**src/rtl/fixed_point_alu.sv**
```systemverilog
// Multi-cycle Q(WIDTH-FBITS).FBITS ALU. ADD/SUB take one cycle, MUL uses a
// CHUNK x CHUNK slice multiplier, and SQRT uses a non-restoring digit recurrence.
module fixed_point_alu #(
  parameter int WIDTH = 32,
  parameter int FBITS = 10,
  parameter int CHUNK = 16
) (
  input  logic             clk,
  input  logic             reset,
  input  logic             start,
  input  logic [2:0]       operation,
  input  logic             saturate,
  input  logic [WIDTH-1:0] operand_1,
  input  logic [WIDTH-1:0] operand_2,
  output logic [WIDTH-1:0] result,
  output logic             done,
  output logic             busy,
  output logic             overflow,
  output logic             illegal
);
  localparam int NS    = WIDTH / CHUNK;
  localparam int NMUL  = NS * NS;
  localparam int ITER  = (WIDTH + FBITS) / 2;
  localparam int MAXIT = (NMUL > ITER) ? NMUL : ITER;
  localparam int CW    = (MAXIT > 1) ? $clog2(MAXIT) : 1;
  localparam int SW    = (NS > 1) ? $clog2(NS) : 1;
  localparam int RW    = ITER + 2;
  localparam int PW    = 2 * WIDTH;

  typedef enum logic [2:0] {IDLE, ARITH, MUL, SQRT, FINISH} state_t;

  state_t            state_q;
  logic [WIDTH-1:0]  a_q, b_q, result_q;
  logic [2:0]        op_q;
  logic              sat_q, done_q, busy_q, ovf_q, ill_q;
  logic [CW-1:0]     cnt_q;
  logic [SW-1:0]     i_q, j_q;
  logic [PW-1:0]     acc_q;
  logic [2*ITER-1:0] rad_q;
  logic [RW-1:0]     rem_q;
  logic [ITER-1:0]   root_q;

  // ADD/SUB: subtraction folds into the adder by inverting operand 2.
  logic [WIDTH-1:0] b_eff, sum_d, sat_val;
  logic             as_ovf;
  assign b_eff   = op_q[0] ? ~b_q : b_q;
  assign sum_d   = a_q + b_eff + WIDTH'(op_q[0]);
  assign as_ovf  = (a_q[WIDTH-1] == b_eff[WIDTH-1]) && (sum_d[WIDTH-1] != a_q[WIDTH-1]);
  assign sat_val = {a_q[WIDTH-1], {(WIDTH-1){~a_q[WIDTH-1]}}};

  logic [CHUNK-1:0]   sa, sb;
  logic [2*CHUNK-1:0] pp;
  logic [PW-1:0]      acc_d;
  logic               mul_ovf;
  assign sa      = a_q[int'(i_q)*CHUNK +: CHUNK];
  assign sb      = b_q[int'(j_q)*CHUNK +: CHUNK];
  assign pp      = sa * sb;
  assign acc_d   = acc_q + (PW'(pp) << ((int'(i_q) + int'(j_q)) * CHUNK));
  assign mul_ovf = |acc_q[PW-1:WIDTH+FBITS];

  // Remainder stays signed; its sign picks subtract vs add for the next digit.
  logic [RW-1:0]   rem_sh, trial, rem_d;
  logic [ITER-1:0] root_d;
  assign rem_sh = {rem_q[RW-3:0], rad_q[2*ITER-1 -: 2]};
  assign trial  = rem_q[RW-1] ? {root_q, 2'b11} : {root_q, 2'b01};
  assign rem_d  = rem_q[RW-1] ? rem_sh + trial : rem_sh - trial;
  assign root_d = {root_q[ITER-2:0], ~rem_d[RW-1]};

  always_ff @(posedge clk or posedge reset) begin
    if (reset) begin
      state_q  <= IDLE;
      a_q      <= '0;
      b_q      <= '0;
      op_q     <= '0;
      sat_q    <= 1'b0;
      result_q <= '0;
      done_q   <= 1'b0;
      busy_q   <= 1'b0;
      ovf_q    <= 1'b0;
      ill_q    <= 1'b0;
      cnt_q    <= '0;
      i_q      <= '0;
      j_q      <= '0;
      acc_q    <= '0;
      rad_q    <= '0;
      rem_q    <= '0;
      root_q   <= '0;
    end else begin
      done_q <= 1'b0;
      case (state_q)
        IDLE: begin
          busy_q <= 1'b0;
          if (start && !busy_q) begin
            busy_q <= 1'b1;
            a_q    <= operand_1;
            b_q    <= operand_2;
            op_q   <= operation;
            sat_q  <= saturate;
            cnt_q  <= '0;
            i_q    <= '0;
            j_q    <= '0;
            acc_q  <= '0;
            rem_q  <= '0;
            root_q <= '0;
            rad_q  <= {operand_1, {FBITS{1'b0}}};
            if (operation[2])       state_q <= FINISH;
            else if (!operation[1]) state_q <= ARITH;
            else if (!operation[0]) state_q <= MUL;
            else                    state_q <= SQRT;
          end
        end
        ARITH: begin
          result_q <= (as_ovf && sat_q) ? sat_val : sum_d;
          ovf_q    <= as_ovf;
          ill_q    <= 1'b0;
          done_q   <= 1'b1;
          state_q  <= IDLE;
        end
        MUL: begin
          acc_q <= acc_d;
          cnt_q <= cnt_q + CW'(1);
          if (j_q == SW'(NS - 1)) begin
            j_q <= '0;
            i_q <= i_q + SW'(1);
          end else begin
            j_q <= j_q + SW'(1);
          end
          if (cnt_q == CW'(NMUL - 1)) state_q <= FINISH;
        end
        SQRT: begin
          rem_q  <= rem_d;
          root_q <= root_d;
          rad_q  <= rad_q << 2;
          cnt_q  <= cnt_q + CW'(1);
          if (cnt_q == CW'(ITER - 1)) state_q <= FINISH;
        end
        FINISH: begin
          done_q  <= 1'b1;
          state_q <= IDLE;
          if (op_q[2]) begin
            result_q <= '0;
            ovf_q    <= 1'b0;
            ill_q    <= 1'b1;
          end else if (!op_q[0]) begin
            result_q <= (mul_ovf && sat_q) ? '1 : acc_q[WIDTH+FBITS-1:FBITS];
            ovf_q    <= mul_ovf;
            ill_q    <= 1'b0;
          end else begin
            result_q <= WIDTH'(root_q);
            ovf_q    <= 1'b0;
            ill_q    <= 1'b0;
          end
        end
        default: state_q <= IDLE;
      endcase
    end
  end

  assign result   = result_q;
  assign done     = done_q;
  assign busy     = busy_q;
  assign overflow = ovf_q;
  assign illegal  = ill_q;
endmodule

```
**config.mk**
```make
export PLATFORM = sky130hd
export DESIGN_NAME = fixed_point_alu
export DESIGN_NICKNAME = d
export VERILOG_FILES = /design/src/rtl/fixed_point_alu.sv
export SDC_FILE = /design/constraint.sdc
export NUM_CORES = 2
export LEC_CHECK = 0
export CORE_MARGIN = 4
export CORE_UTILIZATION = 46
export DETAILED_ROUTE_END_ITERATION = 7
export RECOVER_POWER = 25
export REMOVE_ABC_BUFFERS = 1
export SETUP_SLACK_MARGIN = 0.5
export SKIP_LAST_GASP = 1
export SLEW_MARGIN = 20
export SYNTH_ARGS = -nofsm -noshare
export SYNTH_HDL_FRONTEND = slang
export SYNTH_SLANG_ARGS = --single-unit
```
**constraint.sdc**
```tcl
create_clock -name clk -period 13.4 [get_ports clk]
set_input_delay 2.68 -clock clk [delete_from_list [all_inputs] [get_ports clk]]
set_output_delay 2.68 -clock clk [all_outputs]
set_load 0.01 [all_outputs]
```
## After elaboration in Yosys (flattened, before gate mapping)

Cells that the tools add are included.

| word-level totals | value |
|---|---|
| register bits | 264 |
| input bits | 71 |
| logic and storage cells | 101 |

| cells by class | value |
|---|---|
| add/subtract/negate cells | 9 |
| multiply operators | 1 |
| equality and inequality tests | 12 |
| shifts and indexed selects | 3 |
| muxes and demuxes | 37 |
| bitwise gates (word level) | 3 |
| reduce and logical (&&, ||, !) cells | 19 |

Operator list:

| kind | number |
|---|---|
| 32-bit two-way mux | 5 |
| 64-bit one-hot mux with 2 select lines | 1 |
| 42-bit one-hot mux with 2 select lines | 1 |
| 64-bit adder | 1 |
| 64-bit two-way mux | 1 |
| 32-bit one-hot mux with 2 select lines | 1 |
| 32-bit by 6-bit variable part select with 16-bit output | 2 |
| 32-bit by 6-bit << shifter with 64-bit output | 1 |
| 23-bit two-way mux | 2 |
| 23-bit one-hot mux with 2 select lines | 1 |
| 42-bit two-way mux | 1 |
| 21-bit one-hot mux with 2 select lines | 1 |
| 32-bit by 1-bit adder with 32-bit output | 1 |
| 32-bit adder | 1 |
| 16-bit by 16-bit multiplier with 32-bit output | 1 |
| 32-bit NOT | 1 |
| 23-bit adder | 1 |
| 23-bit subtractor | 1 |
| 22-bit OR reduction | 1 |
| 21-bit two-way mux | 1 |
| 3-bit two-way mux | 4 |
| 5-bit one-hot mux with 2 select lines | 1 |
| 1-bit two-way mux | 9 |
| 3-bit one-hot mux with 3 select lines | 1 |
| other kinds (22) | 43 |

## Logic depth before layout (Yosys ltp)

| depth | value |
|---|---|
| depth in word-level cells | 9 |
| mapped depth | 40 |
| gate-level depth less buffers | 35 |

## Worst setup path before layout

No wires, ideal clock.

| timing path | value |
|---|---|
| path type | flip-flop to flip-flop |
| start | register i_q |
| end | register acc_q[57] |
| setup time | 0.071 ns |
| data arrival time | 10.005 ns |
| slack | 3.324 ns |
| stages on the path, launching flop included | 37 |
| buffers on the path | 3 |
| clock period less this slack | 10.076 ns |
| cell sequence | dfrtp_1 clkbuf_1 clkbuf_1 clkbuf_1 mux2i_1 nor2_1 fa_1 inv_1 fa_1 fa_1 fa_1 inv_1 fa_1 inv_1 fa_1 inv_1 ha_1 a211oi_1 nand2_1 a21o_1 a31oi_1 o21ai_0 a31o_2 a41o_1 o41ai_1 o221ai_1 ha_1 and3_1 nand4_1 nor4_1 o2111ai_1 a31oi_1 o21ai_1 a21o_1 o31a_1 or4_1 nand4_1 |

| on the way | value |
|---|---|
| word-level cells in the longest chain between the ends | 5 |
| elaborated cells on any way between the ends | 6 |

Ends and longest elaborated chain:

| item | line | RTL |
|---|---|---|
| start, declared | 37 | `logic [SW-1:0] i_q, j_q;` |
| start signal, assigned | 124 | `i_q <= i_q + SW'(1);` |
| 32-bit by 6-bit variable part select with 16-bit output | 55 | `assign sa = a_q[int'(i_q)*CHUNK +: CHUNK];` |
| 16-bit by 16-bit multiplier with 32-bit output | 57 | `assign pp = sa * sb;` |
| 32-bit by 6-bit << shifter with 64-bit output * | 58 | `assign acc_d = acc_q + (PW'(pp) << ((int'(i_q) + int'(j_q)) * CHUNK));` |
| 64-bit adder * | 58 |  |
| 64-bit one-hot mux with 2 select lines * | 90 | `case (state_q)` |
| end signal, assigned | 84 | `acc_q <= '0;` |
| end signal, assigned | 102 | `acc_q <= '0;` |
| end signal, assigned | 120 | `acc_q <= acc_d;` |
| end, declared | 38 | `logic [PW-1:0] acc_q;` |

Mark *: on every way between the ends. The rest lies on a longest branch, timed or not.
A chain may end at the register's enable or synchronous reset.

## Worst setup path in the final report

Ends and elaborated chain as after synthesis.

==> impl_metrics.env <==
export IMPL_initial_core_util=0.468
export IMPL_fillerInstances=5454
export IMPL_final_cells=4020
export IMPL_dp_cells=3956
export IMPL_maxUsedRoutingLayer="met4"
export IMPL_start_kind="register"
export IMPL_violations="capacitance limit, slew limit"
export IMPL_drive_gt1_frac=0.0503
export IMPL_post_cts_resized=0
export IMPL_clkTransAtPathRegs_ps=60
export IMPL_root_buffer="clkbuf_16"
export IMPL_worstSkewPairLatency_ps=550
export IMPL_dr_wl_met2_um=40100
export IMPL_fin_crit_sh=0.868
export IMPL_place_congestion=0.969
export IMPL_synth_cell_area_um2=26500
export IMPL_grt_max_degree=132
export IMPL_synthSimpleGateAreaFrac=0.189
export IMPL_timing_fmax_mhz=86.0
export IMPL_first_pass_iters=6
export IMPL_finalSetupViolations=0
export IMPL_synth_fa_ha_area_frac=0.252
export IMPL_synthXorXnorAreaFrac=0.0604
export IMPL_synth_cells=3213
export IMPL_grt_antenna_before_repair=0
export IMPL_fin_crit_ps=11630
export IMPL_io_pins=107
export IMPL_final_core_util=0.519
export IMPL_ys_ff_latch=252
export IMPL_yosys_mux_area_fraction=0.0304
export IMPL_cts_setup_buffers=0
export IMPL_slew_headroom=-2.94
export IMPL_critPathKind="reg2reg"
export IMPL_ys_dominant_reg_cell="dfrtp_1"
export IMPL_cpPeakStageDelay_ps=990
export IMPL_grt_overflow_total=0
export IMPL_synth_async_sr_flop_share=1.00
export IMPL_tns_ps=0
export IMPL_worstSetupEndpointType="register"
export IMPL_die_width_um=248
export IMPL_ctsHtreeMaxLevel=2
export IMPL_portBuffers=106
export IMPL_cts_sinks=252
export IMPL_nets=3724
export IMPL_rows=87
export IMPL_worst_endpoint_required_ps=13880
export IMPL_synth_top_family_by_area="adder cells"
export IMPL_crit_slowest_cell="mux2i_1"
export IMPL_antenna_left=0
export IMPL_grt_pass1_vias=23300
export IMPL_worst_slew_pin_slew_ps=5880
export IMPL_status="finished with violations"
export IMPL_arrival_ps=12110
export IMPL_wl_per_cell_um=22.0
export IMPL_yosys_warnings=0
export IMPL_grt_first_pass_wirelength_um=136000
export IMPL_hp_class="reg2reg"
export IMPL_synth_distinct_cells=81
export IMPL_ctsHoldBuffers=0
export IMPL_worst_path_max_fanout=21
export IMPL_finalHoldViolCount=0
export IMPL_synth_edf_count=0
export IMPL_wl_met1_um=39800
export IMPL_rsz0062_at_grt="false"
export IMPL_hpwl_um=68800
export IMPL_synth_avg_cell_area_um2=8.26
export IMPL_maxCapViolations=2
export IMPL_dr_wl_met3_um=5970
export IMPL_synth_compound_area_frac=0.170
export IMPL_area_growth_pct=10.9
export IMPL_wirelength_um=88500
export IMPL_grt_usage=0.284
export IMPL_cts_max_path_buffers=3
export IMPL_design_die_area_um2=61600
export IMPL_num_vias=23500
export IMPL_die_y_um=248
export IMPL_ys_seq_area_frac=0.238
export IMPL_drtIter0Drc=1991
export IMPL_core_area_um2=56700
export IMPL_numCtsBuffers=34
export IMPL_critPathMostFrequentCell="fa_1"
export IMPL_slew_violations=158
export IMPL_tritoncts="yes"
export IMPL_fin_skew_ps=24.4
export IMPL_drc=0
export IMPL_viasPerCell=5.84
[worst max-delay path, delay by kind of cell (launching register included)]
kind	cells	cell delay (ps)
compound gates	13	3950
fa+ha+maj	8	3890
simple gates	7	1540
mux	1	990
flops	1	940
buf+inv	4	220
[cell families (layout without fill, tap and decap cells)]
logic type | after synthesis | count (layout)
compound gates | 694 | 694
xor+xnor | 183 | 183
fa+ha+maj | 417 | 417
buf+inv | 424 | 473
flops | 252 | 252
mux | 76 | 76
other cells | 0 | 2
simple gates | 1167 | 1167
[metrics by stage]
step | hold WS, ps | instance area, um2 | setup WS, ps
floorplan | 439 | 26000 | 3260
global placement | 450 | 28200 | 2160
detailed placement | 456 | 28200 | 1980
CTS | 469 | 29400 | 1940
global route | 498 | 29400 | 1420
finish | 467 | 29400 | 1770
[synth_stat cells (6+ instances only)]
cell type  number  area [um2]
nand2b_1       17         106
o21bai_1       27         203
a22o_1         11        96.3
a21oi_1       156         781
o31ai_1         9        67.6
o21a_1         25         188
o211ai_1       18         135
a31o_2          9        78.8
xor2_1         95         832
nand2_1       603        2260
and2_1         21         131
nor2b_1        19         119
mux2i_1        42         420
a21o_1         63         473
nor4_1          9        56.3
and3_1         20         125
nand4_1        26         163
a211oi_1       20         150
buf_1          11        41.3
fa_1          196        3920
a211o_1         6        52.6
nor3b_1         6        45.0
o22ai_1        28         175
inv_1         276        1040
o21ai_0       189         946
o221ai_1        7        61.3
dfrtp_1       252        6310
clkbuf_1      129         484
a22oi_1        43         323
nor2_1        269        1010
xnor2_1        88         771
ha_1          221        2770
a41oi_1         6        52.6
nand3_1       109         546
and4_1          6        52.6
a31oi_1        13        81.3
a311oi_1        6        52.6
mux2_2         33         372
o211ai_2        8         100
o22a_1          7        61.3
nor3_1         31         155
[per-layer routing]
layer,vias to the layer above,track usage
met1,11600,0.407
met3,131,0.0453
met2,792,0.451
li1,10900,-
met4,0,0.0775
met5,-,0
[sequential cells by signal, indices dropped and copies added (netlist names), 2 cells and up]
signal / cells
a_q: 32
rad_q: 32
cnt_q: 5
state_q: 3
result: 32
b_q: 32
acc_q: 64
rem_q: 22
op_q: 2
root_q: 21
[path summary, 6_finish.rpt]
path	startpoint	to	slack [ps]	cells after the start
max	i_q	acc_q[57]	1770	33
min	rad_q[15]	rad_q[15]	470	2
max reg2reg	i_q	acc_q[57]	1770	33
min reg2reg	rad_q[15]	rad_q[15]	470	2
max in group asynchronous	reset	op_q[0]	6120	2
min in group asynchronous	reset	root_q[14]	4410	2
[cell usage in the layout (no fill, tap or decap), types with 7 or more instances in the layout]
master           synthesis  final
o221ai_1                 7      7
xor2_1                  95     95
nor3_1                  31     31
a21oi_1                156    156
nor2_1                 269    267
buf_4                    2     25
clkbuf_16                0     35
nand2_1                603    601
o21ai_0                189    189
mux2_2                  33     33
fa_1                   196    196
o21a_1                  25     25
o22ai_1                 28     28
and2_1                  21     20
nor2b_1                 19     18
a31o_2                   9      9
a22o_1                  11     11
ha_1                   221    221
a21o_1                  63     63
nand4_1                 26     26
o21bai_1                27     27
mux2i_1                 42     37
nand3_1                109    109
clkbuf_8                 0      9
o31ai_1                  9      9
a211oi_1                20     20
xnor2_1                 88     88
dfrtp_1                252    251
clkdlybuf4s50_1          0    104
nand2b_1                17     16
o22a_1                   7      7
o211ai_1                18     18
o211ai_2                 8      8
a22oi_1                 43     43
and3_1                  20     20
a31oi_1                 13     13
inv_1                  276    275
nor4_1                   9      8
[area by class of cell]
| class | instances | area [um2] | area share |
|---|---|---|---|
| Antenna cell | 2 | 5.00 | 0.000170 |
| Clock buffer | 48 | 1010 | 0.0345 |
| Clock inverter | 14 | 183 | 0.00621 |
| Inverter | 279 | 1050 | 0.0356 |
| Multi-Input combinational cell | 2537 | 18700 | 0.634 |
| Sequential cell | 252 | 6310 | 0.214 |
| Tap cell | 756 | 946 | 0.0321 |
| Timing Repair Buffer | 132 | 1250 | 0.0426 |
Power is left out: the tool's default activity adds up to more than one toggle a clock period on the data nets, which glitch-free logic cannot reach.
